`src/rtl/serial_add_ctrl.sv`:
```
`default_nettype none
// ============================================================================
// Module   : serial_add_ctrl (with full_adder cell)
// Brief    : Bit-serial add/subtract controller time-sharing one full_adder
//            cell across all WIDTH bit positions, LSB first.
// Revision : 1.0 - initial release
// ============================================================================

module full_adder (
    input  logic a,
    input  logic b,
    input  logic cin,
    output logic s,
    output logic cout
);
    assign s    = a ^ b ^ cin;
    assign cout = (a & b) | (cin & (a ^ b));
endmodule

module serial_add_ctrl #(
    parameter int WIDTH = 32
) (
    input  logic             clk,
    input  logic             rst_n,
    input  logic             start,
    input  logic             sub,
    input  logic [WIDTH-1:0] a,
    input  logic [WIDTH-1:0] b,
    input  logic             cin,
    output logic             ready,
    output logic             busy,
    output logic             done,
    output logic [WIDTH-1:0] sum,
    output logic             cout,
    output logic             overflow
);

    localparam int               CNT_W  = $clog2(WIDTH);
    localparam logic [CNT_W-1:0] C_LAST = CNT_W'(WIDTH - 1);
    localparam logic [CNT_W-1:0] C_ONE  = CNT_W'(1);

    typedef enum logic [1:0] {
        S_IDLE = 2'd0,
        S_RUN  = 2'd1,
        S_DONE = 2'd2
    } state_t;

    state_t           r_state;
    logic [WIDTH-1:0] r_a;
    logic [WIDTH-1:0] r_b;
    logic [WIDTH-1:0] r_res;
    logic             r_carry;
    logic [CNT_W-1:0] r_cnt;
    logic             r_ready;
    logic             r_busy;
    logic             r_done;
    logic [WIDTH-1:0] r_sum;
    logic             r_cout;
    logic             r_ovf;

    logic             w_fa_s;
    logic             w_fa_cout;

    full_adder u_fa (
        .a    (r_a[0]),
        .b    (r_b[0]),
        .cin  (r_carry),
        .s    (w_fa_s),
        .cout (w_fa_cout)
    );

    always_ff @(posedge clk or negedge rst_n) begin
        if (!rst_n) begin
            r_state <= S_IDLE;
            r_a     <= '0;
            r_b     <= '0;
            r_res   <= '0;
            r_carry <= 1'b0;
            r_cnt   <= '0;
            r_ready <= 1'b1;
            r_busy  <= 1'b0;
            r_done  <= 1'b0;
            r_sum   <= '0;
            r_cout  <= 1'b0;
            r_ovf   <= 1'b0;
        end else begin
            case (r_state)
                S_IDLE, S_DONE: begin
                    r_done <= 1'b0;
                    if (start) begin
                        // Subtraction is A + ~B + 1; the add carry-in is ignored.
                        r_a     <= a;
                        r_b     <= sub ? ~b : b;
                        r_carry <= sub ? 1'b1 : cin;
                        r_res   <= '0;
                        r_cnt   <= '0;
                        r_state <= S_RUN;
                        r_ready <= 1'b0;
                        r_busy  <= 1'b1;
                    end else begin
                        r_state <= S_IDLE;
                        r_ready <= 1'b1;
                        r_busy  <= 1'b0;
                    end
                end
                S_RUN: begin
                    r_a     <= r_a >> 1;
                    r_b     <= r_b >> 1;
                    r_res   <= {w_fa_s, r_res[WIDTH-1:1]};
                    r_carry <= w_fa_cout;
                    if (r_cnt == C_LAST) begin
                        // Carry flop holds the carry into the MSB on this cycle.
                        r_sum   <= {w_fa_s, r_res[WIDTH-1:1]};
                        r_cout  <= w_fa_cout;
                        r_ovf   <= r_carry ^ w_fa_cout;
                        r_state <= S_DONE;
                        r_busy  <= 1'b0;
                        r_ready <= 1'b1;
                        r_done  <= 1'b1;
                    end else begin
                        r_cnt <= r_cnt + C_ONE;
                    end
                end
                default: begin
                    r_state <= S_IDLE;
                    r_ready <= 1'b1;
                    r_busy  <= 1'b0;
                    r_done  <= 1'b0;
                end
            endcase
        end
    end

    assign ready    = r_ready;
    assign busy     = r_busy;
    assign done     = r_done;
    assign sum      = r_sum;
    assign cout     = r_cout;
    assign overflow = r_ovf;

endmodule

`default_nettype wire

```
`config.mk`:
```
export PLATFORM = sky130hd
export DESIGN_NAME = serial_add_ctrl
export DESIGN_NICKNAME = d
export VERILOG_FILES = /design/src/rtl/serial_add_ctrl.sv
export SDC_FILE = /design/constraint.sdc
export NUM_CORES = 1
export LEC_CHECK = 0
export ABC_AREA = 1
export CAP_MARGIN = 25
export CELL_PAD_IN_SITES_DETAIL_PLACEMENT = 0
export CELL_PAD_IN_SITES_GLOBAL_PLACEMENT = 1
export CORE_AREA = 2 2 190 117
export DETAILED_ROUTE_END_ITERATION = 10
export DIE_AREA = 0 0 192 119
export PLACE_DENSITY = 0.58
export SETUP_SLACK_MARGIN = 0.2
export SYNTH_ARGS = -nofsm -noshare
export SYNTH_HDL_FRONTEND = slang
export SYNTH_SLANG_ARGS = --single-unit
```
`constraint.sdc`:
```
create_clock -name clk -period 2.35 [get_ports clk]
set_clock_uncertainty 0.15 [all_clocks]
set_input_delay 0.47 -clock clk [delete_from_list [all_inputs] [get_ports clk]]
set_output_delay 0.47 -clock clk [all_outputs]
set_load 0.05 [all_outputs]
```
## Word level (Yosys, flattened, before mapping)

Index checks and enable logic that the tools add are counted.

- Add/sub/neg operators: 1
- Multipliers: 0
- Divide/modulo/power cells: 0
- Magnitude comparators: 0
- Equality and inequality tests: 6
- Shifts and indexed selects: 0
- Muxes and demuxes: 23
- Bitwise logic cells: 7
- Reductions and logical operators: 6

Operators by type and width:

| operator | count |
|---|---|
| 32-bit case mux with 2 select lines | 3 |
| 32-bit two-way mux | 4 |
| 32-bit inverter | 1 |
| 5-bit two-way mux | 2 |
| 5-bit case mux with 2 select lines | 1 |
| 1-bit two-way mux | 8 |
| 2-bit != test (second input constant) | 3 |
| 1-bit case mux with 2 select lines | 3 |
| 5-bit by 1-bit adder with 5-bit output (second input constant) | 1 |
| 5-bit == test (second input constant) | 1 |
| 2-bit case mux with 2 select lines | 1 |
| 2-bit AND reduction | 2 |
| 3-bit AND reduction | 1 |
| 1-bit bitwise XOR | 3 |
| 1-bit AND | 2 |
| 2-bit by 1-bit == test with 1-bit output (second input constant) | 1 |
| 2-bit == test (second input constant) | 1 |
| 2-bit zero test | 1 |
| 2-bit two-way mux | 1 |
| 2-bit nonzero test | 1 |
| 2-bit OR reduction | 1 |
| 1-bit bitwise OR | 1 |

- Register bits: 141
- Bits in latches: 0
- Memory bits (writable): 0
- ROM bits: 0
- Input port bits: 69
- Output and inout port bits: 37
- Memories: 0

## Longest topological paths before layout

- Depth after elaboration: 4
- Depth in mapped cells: 11
- Depth with buffers taken out: 10

## Hierarchy

A second synthesis with hierarchy kept.

- Cell total of the unflattened synthesis: 663
- Area total of the unflattened synthesis: 5945.7 µm²

Modules (own cells, without submodules):

| module | instances | cells each | area an instance (µm²) | seq. area each (µm²) |
|---|---|---|---|---|
| serial_add_ctrl | 1 | 662 | 5925.7 | 3479.6 |
| full_adder | 1 | 1 | 20.0 | 0.0 |

## Worst setup path after synthesis

Ideal clock, no wire load.

- Path type: register -> register
- From: register r_cnt[0]
- To: register r_sum[25] (netlist: sum[25])
- Arrival: 1511 ps
- Setup slack: 613 ps
- Cell stages (with the launch flop): 12
- Clock period less this slack: 1737 ps
- Cells stage by stage: dfrtp_1 > ha_1 > nand2_1 > nor2_1 > ha_1 > inv_1 > nor2_4 > inv_2 > buf_6 > buf_2 > nand2_1 > o21ai_1

- Longest elaborated chain between the ends: 2

RTL lines:

| what | RTL line | text |
|---|---|---|
| start: declaration | 53 | `logic [CNT_W-1:0] r_cnt;` |
| start signal: assignment | 121 | `r_cnt <= r_cnt + C_ONE;` |
| 5-bit == test | 111 | `if (r_cnt == C_LAST) begin` |
| 2-bit AND reduction (no source line) | -- |  |
| end signal: assignment | 113 | `r_sum <= {w_fa_s, r_res[WIDTH-1:1]};` |
| end: declaration | 57 | `logic [WIDTH-1:0] r_sum;` |

Every way passes these cells.
A chain may end at the register's enable or synchronous reset.

## Final worst setup path

- From: register r_cout (netlist: cout)
- To: output cout

RTL lines:

| what | RTL line | text |
|---|---|---|
| start: declaration | 58 | `logic r_cout;` |
| start signal: assignment | 114 | `r_cout <= w_fa_cout;` |
| end: declaration | 34 | `output logic cout,` |

No word-level cell between the ends.

==> results.md <==
- Fill count: 2211
- Global Route Usage Sum: 0.1335
- Most frequent cells in the layout: nand2_1 (260), dfrtp_1 (138), clkdlybuf4s50_1 (66)
- Number of global-route vias before repair: 4614
- CTS tree: done
- TritonRoute pass-1 iters: 4
- Critical Path Max Stage Delay: 0.54 ns
- Port bufs: 105
- Final ANT Viol Nets: 0
- Unrepaired setup endpoints after global routing: no
- Post-synth cell types: 24
- #FFs+latches synth: 139
- Area of the core: between 0.02 and 0.025 mm^2
- Slew at the pin closest to its max-slew limit: 0.5251 ns
- Crit share post-route: 0.8266
- Ports: roughly 110
- DRC violations left: 0
- Vias: 4609
- Sequential area share after synthesis: 0.5945
- R2r setup slk: between 0.4 and 0.5 ns
- Fin worst setup slack: 0.4075 ns
- Critical path peak fanout: 2
- Die X-Extent: 192 um
- Root Buffer: clkbuf_16
- Layout cells sized above 1: 0.06606
- Synth Cell Area: 0.005853 mm^2
- CTS Buf Count: 17
- WS Path Type: reg -> out
- Max frequency: 514.8 MHz
- Post-synthesis instance total: 661
- Commonest non-fill, non-tap cell in the layout: nand2_1
- Crit path arrival time: 1.32 ns
- CP Cell Sequence: dlygate4sd2_1
- Final WL: 14220 um
- Max Cap Viol: 0
- Min-delay src: ready
- Worst slack, placed: 0.3656 ns
- Die Ht: 119 um
- Setup bufs post-CTS: 0
- Clock sinks: 139
- Crit path depth: 1
- N_diodes: 0
- Clk Latency, worst-skew pair: 0.42 ns
- Worst IR Drop VDD: 0.7346 mV
- Leakage: 3.579 nW
- Hold Crit Class: reg -> reg
- Synth warnings: 0
- Synth area leaders: dfrtp_1 (59%), nand2_1 (17%), nand3_1 (4.1%)
- Max-slew violation count: 0
- Setup TNS: 0 ns
- Clock-pin transition on the worst setup and hold timing paths: 0.06 ns
- Rows: 42
- Outcome: completed
- Fin. Hold Viols: 0
- Critical R2R Launch: r_cnt[0]
- Number of synthesized flops with an enable pin: 0
- H-tree Lvls: 4
- Die area: 0.02285 mm^2
- Top Family by Delay on Critical Path: buffers and inverters
- Longest Clk Path Bufs: 2
- Global-route wire length before repair: roughly 24000 um
- Top_reg_cell synth: dfrtp_1
- Yosys top cell by area: dfrtp_1
- Wire per inst: between 10 and 15 um
- Initial core utilization: 0.2730
- Critical path buffers and inverters: 1
- Largest net degree at the start of global routing: 68
- Top cell type's share of synthesized area: 0.5900
- Crit path launch type: register
- Initial antenna violation count: 0
- Avg Inst Size Synth: 8.855 um^2
- DR vias/cell: 4.356
- R2R cell count: 10
- Area grow syn2layout: 34.99%
- Hold path endpoint: ready
- Syn_nets: 733
- Relative slew slack: 0.6513
- Total grt overflow: 0
- RR Endpoint: r_cnt[2]
- Hold Path Depth: 2
- Layout Nets: 831
- Final setup fails: 0
- Final period demand of the worst path: between 1.5 and 2 ns
- Crit-path slowest cell: dlygate4sd2_1
- PwrDens: 1387 mW/mm^2
- Placer Congestion: 0.7214
- Critical path required time: ~1.7 ns
- Ys async rst share: 1.000
- Post-DP HPWL: 9311 um
- Crit. End Element: primary output
- Drt initial violations: ~330
==> Yosys cell counts, drive strengths merged (2+ instances only) <==
library cell / instances
dfrtp: 138
xor2: 13
inv: 44
clkbuf: 14
nor2: 24
o21ai: 38
xnor2: 2
o22ai: 31
nand3: 48
nand2: 262
o211ai: 19
buf: 23
ha: 2
==> cell families (layout without fill, tap and decap cells) <==
| kind of cell | Yosys count | after routing | share of synthesized area |
|---|---|---|---|
| adders and majority gates | 3 | 3 | 0.007695 |
| DFF | 139 | 139 | 0.5945 |
| and+or+nand+nor | 334 | 334 | 0.2270 |
| xor gates and xnor gates | 15 | 15 | 0.02245 |
| AOI/OAI and AO/OA | 89 | 89 | 0.09085 |
| buffers and inverters | 81 | 192 | 0.05750 |
==> flip-flops by register name, indices dropped and copies added (netlist names), 5 cells and up <==
name,cells
r_a,32
sum,32
r_cnt,5
r_res,31
r_b,32
==> per-stage QoR <==
stage	instance area (um^2)	hold slack (ns)	power (W)	std cells	utilization
2_1_floorplan	5853	0.02441	0.006751	661	-
3_3_place_gp	7252	0.3009	0.008028	1025	0.3382
3_5_place_dp	7252	0.3039	0.008135	1025	0.3382
4_1_cts	7901	0.3134	0.01113	1058	0.3685
5_1_grt	7901	0.3440	0.01177	1058	0.3685
6_report	7901	0.3101	0.01096	1058	0.3685
==> how the worst max path moves through the flow <==
| stage | start | endpoint | slack (ns) |
|---|---|---|---|
| after detailed placement | start | r_b[22] | 0.37 |
| after global routing | r_cnt[0] | sum[4] | 0.26 |
| after floorplan | r_cnt[0] | sum[25] | 0.61 |
| after CTS | busy | busy | 0.37 |
| after global placement | start | r_b[31] | 0.39 |
| final | cout | cout | 0.41 |
==> worst reg2reg max path, stage by stage, from the launching register on <==
cell and delay [ns]:
dfrtp_1 0.41, ha_1 0.23, nand2_1 0.09, nor2_1 0.05, ha_1 0.19, inv_1 0.11, nand3_1 0.11, nand2_1 0.15
inv_1 0.12, nand2_1 0.07, o21ai_0 0.08
==> cell type report <==
type                    instances  area [um^2]  share of cell area
clock buffers                  22        474.2             0.06002
clock inverters                10        210.2             0.02660
inverters                      44        165.2             0.02090
multi-input cells             441         2042              0.2584
flip-flops and latches        139         3480              0.4404
well taps                     286        357.8             0.04529
repair buffers                116         1172              0.1484
==> per-layer routing <==
layer  up-vias  GRT usage  wire length, um
li1       2326          -                -
met1      2196     0.1916             7268
met2        74     0.1947             6096
met3        13    0.03920              697
met4         0    0.03721              153
met5         -          0                0
==> where the power goes <==
part	internal (W)	total [W]	switching [W]	leakage (nW)
registers	0.00345	0.00394	0.000495	1.65
clock network	0.00208	0.00310	0.00102	0.331
logic	0.00132	0.00392	0.00260	1.60
total	0.00685	0.0110	0.00411	3.58
==> repair_timing <==
action / in CTS / in global routing
hold buffers: 1 / 0
gates resized for setup: 36 / 0
setup endpoints to repair: 36 / 0
hold endpoints to repair: 47 / 0
(Power assumes the default switching activity.)
